`src/rtl/mem_uart_responder.sv`:
```
// Byte-framed memory/print command responder behind a UART.
// Ports: rx/tx byte streams, 32-bit memory request bus, print strobe, halt.
module mem_uart_responder #(
  parameter int CLK     = 25,
  parameter int TIMEOUT = 50
) (
  input  logic        clk,
  input  logic        res,
  input  logic [7:0]  rx_data,
  input  logic        rx_valid,
  output logic [7:0]  tx_data,
  output logic        tx_valid,
  input  logic        tx_ready,
  output logic [31:0] mem_addr,
  output logic [31:0] mem_wdata,
  output logic        mem_re,
  output logic        mem_we,
  input  logic [31:0] mem_rdata,
  input  logic        mem_ready,
  output logic [7:0]  print_data,
  output logic        print_valid,
  output logic        halted,
  output logic        rx_drop
);

  localparam int ABORT_CYCLES = CLK * 1000 * TIMEOUT;
  localparam int TW = $clog2(ABORT_CYCLES + 1);

  localparam logic [7:0] C_READ  = 8'h01;
  localparam logic [7:0] C_WRITE = 8'h02;
  localparam logic [7:0] C_PRINT = 8'h03;
  localparam logic [7:0] C_HLT   = 8'h04;

  typedef enum logic [2:0] {
    S_CMD, S_ARGS, S_MEM, S_REPLY, S_HALT
  } state_t;

  state_t state, state_n;

  logic [7:0]    cmd;
  logic [3:0]    cnt;
  logic [TW-1:0] tmo;
  logic [31:0]   addr;
  logic [31:0]   wdata;
  logic [31:0]   rdata;

  logic       cmd_ok;
  logic [3:0] nargs;
  logic       last_arg;
  logic       tmo_hit;

  always_comb begin
    cmd_ok = (rx_data >= C_READ) && (rx_data <= C_HLT);
    nargs  = 4'd1;
    unique case (1'b1)
      (cmd == C_READ):  nargs = 4'd4;
      (cmd == C_WRITE): nargs = 4'd8;
      default:          nargs = 4'd1;
    endcase
    last_arg = (cnt == nargs - 4'd1);
    tmo_hit  = (tmo == TW'(ABORT_CYCLES - 1));
  end

  always_ff @(posedge clk) begin
    if (res) state <= S_CMD;
    else     state <= state_n;
  end

  always_comb begin
    state_n = state;
    case (state)
      S_CMD: begin
        if (rx_valid && cmd_ok)
          state_n = (rx_data == C_HLT) ? S_HALT : S_ARGS;
      end
      S_ARGS: begin
        if (rx_valid) begin
          if (last_arg)
            state_n = (cmd == C_PRINT) ? S_CMD : S_MEM;
        end else if (tmo_hit) begin
          state_n = S_CMD;
        end
      end
      S_MEM: begin
        if (mem_ready)
          state_n = (cmd == C_READ) ? S_REPLY : S_CMD;
      end
      S_REPLY: begin
        if (tx_ready && cnt[1:0] == 2'd3)
          state_n = S_CMD;
      end
      S_HALT:  state_n = S_HALT;
      default: state_n = S_CMD;
    endcase
  end

  // Requests and reply are decoded from state so that a reset
  // drops them on the very edge it is sampled.
  always_comb begin
    mem_re    = (state == S_MEM) && (cmd == C_READ);
    mem_we    = (state == S_MEM) && (cmd == C_WRITE);
    mem_addr  = addr;
    mem_wdata = wdata;
    tx_valid  = (state == S_REPLY);
    tx_data   = 8'h00;
    if (tx_valid)
      tx_data = rdata[{cnt[1:0], 3'b000} +: 8];
    halted    = (state == S_HALT);
  end

  always_ff @(posedge clk) begin
    if (res) begin
      cmd         <= 8'h00;
      cnt         <= 4'd0;
      tmo         <= '0;
      addr        <= 32'h0;
      wdata       <= 32'h0;
      rdata       <= 32'h0;
      print_data  <= 8'h00;
      print_valid <= 1'b0;
      rx_drop     <= 1'b0;
    end else begin
      print_valid <= 1'b0;
      rx_drop     <= 1'b0;
      case (state)
        S_CMD: begin
          if (rx_valid) begin
            if (cmd_ok) begin
              cmd <= rx_data;
              cnt <= 4'd0;
              tmo <= '0;
            end else begin
              rx_drop <= 1'b1;
            end
          end
        end
        S_ARGS: begin
          if (rx_valid) begin
            tmo <= '0;
            if (cmd == C_PRINT) begin
              print_data  <= rx_data;
              print_valid <= 1'b1;
            end else if (!cnt[2]) begin
              addr[{cnt[1:0], 3'b000} +: 8] <= rx_data;
            end else begin
              wdata[{cnt[1:0], 3'b000} +: 8] <= rx_data;
            end
            if (!last_arg)
              cnt <= cnt + 4'd1;
          end else if (!tmo_hit) begin
            tmo <= tmo + TW'(1);
          end
        end
        S_MEM: begin
          if (rx_valid)
            rx_drop <= 1'b1;
          if (mem_ready && cmd == C_READ) begin
            rdata <= mem_rdata;
            cnt   <= 4'd0;
          end
        end
        S_REPLY: begin
          if (rx_valid)
            rx_drop <= 1'b1;
          if (tx_ready && cnt[1:0] != 2'd3)
            cnt <= cnt + 4'd1;
        end
        S_HALT: begin
          if (rx_valid)
            rx_drop <= 1'b1;
        end
        default: ;
      endcase
    end
  end

endmodule

```
`config.mk`:
```
export PLATFORM = sky130hd
export DESIGN_NAME = mem_uart_responder
export DESIGN_NICKNAME = d
export VERILOG_FILES = /design/src/rtl/mem_uart_responder.sv
export SDC_FILE = /design/constraint.sdc
export NUM_CORES = 1
export LEC_CHECK = 0
export CELL_PAD_IN_SITES_DETAIL_PLACEMENT = 0
export CELL_PAD_IN_SITES_GLOBAL_PLACEMENT = 2
export CORE_UTILIZATION = 28
export CTS_BUF_LIST = sky130_fd_sc_hd__clkbuf_2
export CTS_CLUSTER_SIZE = 12
export DETAILED_ROUTE_END_ITERATION = 7
export GPL_TIMING_DRIVEN = 0
export PLACE_DENSITY = 0.85
export SETUP_SLACK_MARGIN = 0.2
export SLEW_MARGIN = 10
export SYNTH_ARGS = -nofsm -noshare
export SYNTH_HDL_FRONTEND = slang
export SYNTH_SLANG_ARGS = --single-unit
```
`constraint.sdc`:
```
create_clock -name clk -period 2.4 [get_ports clk]
set_clock_uncertainty 0.05 [all_clocks]
set_input_delay 0.36 -clock clk [delete_from_list [all_inputs] [get_ports clk]]
set_output_delay 0.36 -clock clk [all_outputs]
set_load 0.02 [all_outputs]
```
==> metrics list <==
- For hold timing, the worst endpoint is print_data[5].
- Setup repair after global routing could not meet its margin everywhere.
- For this run, design rule violations remaining after detail routing come to 0.
* Fin worst setup slack: -0.465 ns
* Finished Core Util: 45.1%
- Prevailing post-synth register cell: dfxtp_1
- Required time at the worst-slack endpoint: 2.97 ns
* Total number of H-tree levels: 4
- Aggregate global-route resource usage: 18.4%
- Yosys mapped the design onto 68 distinct sky130hd cell types.
- The synthesized netlist devotes 13.7% of its cell area to compound gates.
* Number of buffers added by the clock tree synthesis step: 17
* Largest family of logic cells by synthesized area: simple AND/OR/NAND/NOR gates
- Post-Layout Cell Count: 1,281
- The die covers 23,400 um^2.
- The floorplan step set the die height to 153 um.
- Total Wirelength: 22,200 um
- Across the VDD grid, the largest voltage drop is 0.000219 V.
- The layout has 2,159 filler cells.
* Worst Min Path Start: rx_data[5]
* CTS tree: yes
- Number of max-cap violations: 0
- Dividing total power by cell area gives a power density of 451 nW/um^2.
- Worst r2r src: cmd[6]
- CP Capture Type: register
* Initial core utilization: 28.9%
- For this design the static power due to leakage is 3.98 nW.
- Data arrival time of the critical path: 3.44 ns
- The synthesized netlist devotes 1.78% of its cell area to XOR and XNOR gates.
- Clock tree synthesis found a total of 142 sinks.
- Share of the yosys chip area belonging to registers: 44.5%
- Dividing the detail-routed via count by the number of cells gives 4.92.
* Avg Synthesized Cell Area: 8.23 um^2
- Buffers from clock root to sink, at most: 2
- Area fraction in and, or, nand and nor cells after synthesis: 28.6%
- Pre-antenna DRT Iters: 4
* Yosys top cell area share: 44.5%
- Measured along the x axis, the die boundary spans 153 um.
- Cell accounting for the most synthesized area: dfxtp_1
- The congestion estimate from routability-driven global placement came to 0.763.
* Critical R2R Capture: state[0]
- Top-level I/O count: 131
* Startpoint kind of the worst setup timing path: register
- Total Nets Final: 1,038
- The worst hold path was traced through 4 stages.
- The first global-routing pass estimated 33,600 um of wire.
* Top cells by count, synth: nand2_1 (158), dfxtp_1 (142), a21oi_1 (105), nor2_1 (93), clkbuf_1 (40)
- Depth of the worst register-to-register path: 11
- Number of routed nets with antenna violations: 0
- Result of the run: finished with violations
* Syn nets: 828
- PortBufs: 126
- Cell Area, Placed: 8060 um^2
* Starting DRT DRC Count: 236
* Final period utilization: 119%
* Share of synthesized flip-flops with an asynchronous set or reset: 0%
- In this run the standard cell core region covers 22,100 um^2.
- The worst hold path belongs to the class input pin to register.
* Multiplexer share of the synthesized area: 4.87%
- Post-layout min period: 2.87 ns
- Measured against its own limit, the worst slew margin works out to 41.3%.
* Leading cell type by number of instances after synthesis: nand2_1
- Register-to-register path setup slack: -0.47 ns
- Routed wire per std cell: 17.4 um
* Violated checks: negative setup slack
* DP HPWL: 14,400 um
- In this run the worst path has a maximum fanout of 4.
- The detailed router placed 6,301 vias in this run.
- After floorplanning, the core was divided into 54 placement rows.
- Dominant cells by area after synthesis: dfxtp_1 (44%), nand2_1 (9.3%), a21oi_1 (8.2%)
* Netlist area before placement: 6390 um^2
- Setup violations remaining at the end of the flow were counted as 78.
- Adder-cell share of the synthesized area: 1.17%
- The final-report hold violation count was 0.
* Pins over their slew limit: 0
- The worst setup path is of the register to register kind.
* # placed instances: 1,183
- Root Buffer Master: clkbuf_2
- Clock-pin slew was measured on the worst setup and hold paths at 0.21 ns.
- The via count of the first global-routing pass was 5,931.
- Share of cells above drive strength 1: 31.2%
* Highest achievable clock rate: 349 MHz
* Overall power after layout: 0.00449 W
- Finished layout cell area: 9960 um^2
- Entering global routing, the biggest net connects 17 pins.
* Number of synthesized register bits: 142
- Yosys synthesis warning count: 0
* Worst Max-Slew Pin Slew: 0.881 ns
* Insertion delay to the later sink of the worst-skew pair: 0.76 ns
- Remaining global-route overflow: 0
- Post-Syn Instances: 777
- Post-synthesis to final-layout area growth: 55.8%
* Number of antenna violations at the first check in global routing: 2
- Counting flops with a built-in enable in the synthesized netlist gives 0.
## power by group
part	total (W)	internal [W]	switching, W
Clock	0.00144	0.000409	0.00103
Combinational	0.000656	0.000309	0.000347
Sequential	0.00240	0.00238	0.0000139
Total	0.00449	0.00310	0.00139
## flip-flops by register name, indices dropped and copies added (netlist names)
name,flops
rdata,32
cmd,8
tmo,21
mem_wdata,32
cnt,4
print_data,8
rx_drop,1
mem_addr,32
print_valid,1
state,3
## per-layer routing
| layer | track usage (%) | share of wire [%] |
|---|---|---|
| met1 | 24.0 | 46 |
| met2 | 30.7 | 48 |
| met3 | 3.97 | 3.8 |
| met4 | 4.43 | 1.3 |
| met5 | 0 | 0 |
## worst max-delay path: stages, from the launching register on
cell	delay [ns]
dfxtp_2	0.37
or4_4	0.54
buf_4	0.15
buf_6	0.10
buf_6	0.10
buf_6	0.10
buf_6	0.12
a2111o_1	0.32
a22o_1	0.27
a211oi_4	0.34
mux2i_1	0.24
nor2_1	0.05
## metrics by stage
stage	hold WS [ns]	setup slack [ns]	TNS, ns
3_5_place_dp	0.394	-0.562	-37.61
5_1_grt	0.0000791	-0.547	-12.71
4_1_cts	0.0166	-0.471	-9.06
2_1_floorplan	0.379	0.106	0
3_3_place_gp	0.387	-0.549	-38.01
6_report	0.0520	-0.465	-8.82
## placed cells by master, fill, tap and decap left out, types with 14 or more instances in the layout
master and count:
dfxtp_1 132, nand2_1 116, nor2_1 83, a21oi_1 71, dlygate4sd2_1 56, clkdlybuf4s50_1 41
buf_6 39, a21oi_2 34, buf_4 32, nand4_1 31, nand2_4 27, nand3_1 24
clkbuf_2 22, clkbuf_1 20, dlymetal6s2s_1 18, buf_8 14
## layout make-up
class | count | area, um^2 | area share (%)
tap | 280 | 350 | 3.52
multi-input combinational | 568 | 3970 | 39.9
antenna | 1 | 2.50 | 0.0251
inverter | 10 | 37.5 | 0.377
sequential | 142 | 2860 | 28.7
timing repair buffer | 191 | 1950 | 19.6
buffer | 57 | 554 | 5.57
clock inverter | 15 | 146 | 1.47
clock buffer | 17 | 85.1 | 0.854
## kinds of logic (layout without fill, tap and decap cells)
group | count (synthesis) | count (layout)
other cells | 0 | 1
buf+inv | 67 | 290
mux | 21 | 21
compound gates | 144 | 144
simple gates | 384 | 384
flops | 142 | 142
xor+xnor | 13 | 13
fa+ha+maj | 6 | 6
## repair_timing
item,in CTS,in global routing
pin swaps,28,71
gates cloned,4,3
setup endpoints to repair,199,156
hold endpoints to repair,23,0
resized for setup,242,213
hold buffers,5,0
setup buffers,30,23
## worst max-delay path by stage
stage / slack [ns] / cells past startpoint / startpoint / end
floorplan: 0.11 / 7 / rx_data[4] / tmo[20]
global placement: -0.55 / 4 / cnt[0] / tx_data[7]
detailed placement: -0.56 / 4 / cnt[0] / tx_data[7]
CTS: -0.47 / 4 / cmd[6] / mem_re
global route: -0.55 / 4 / cmd[6] / mem_re
finish: -0.47 / 11 / cmd[6] / state[0]
(Power assumes the default switching activity.)
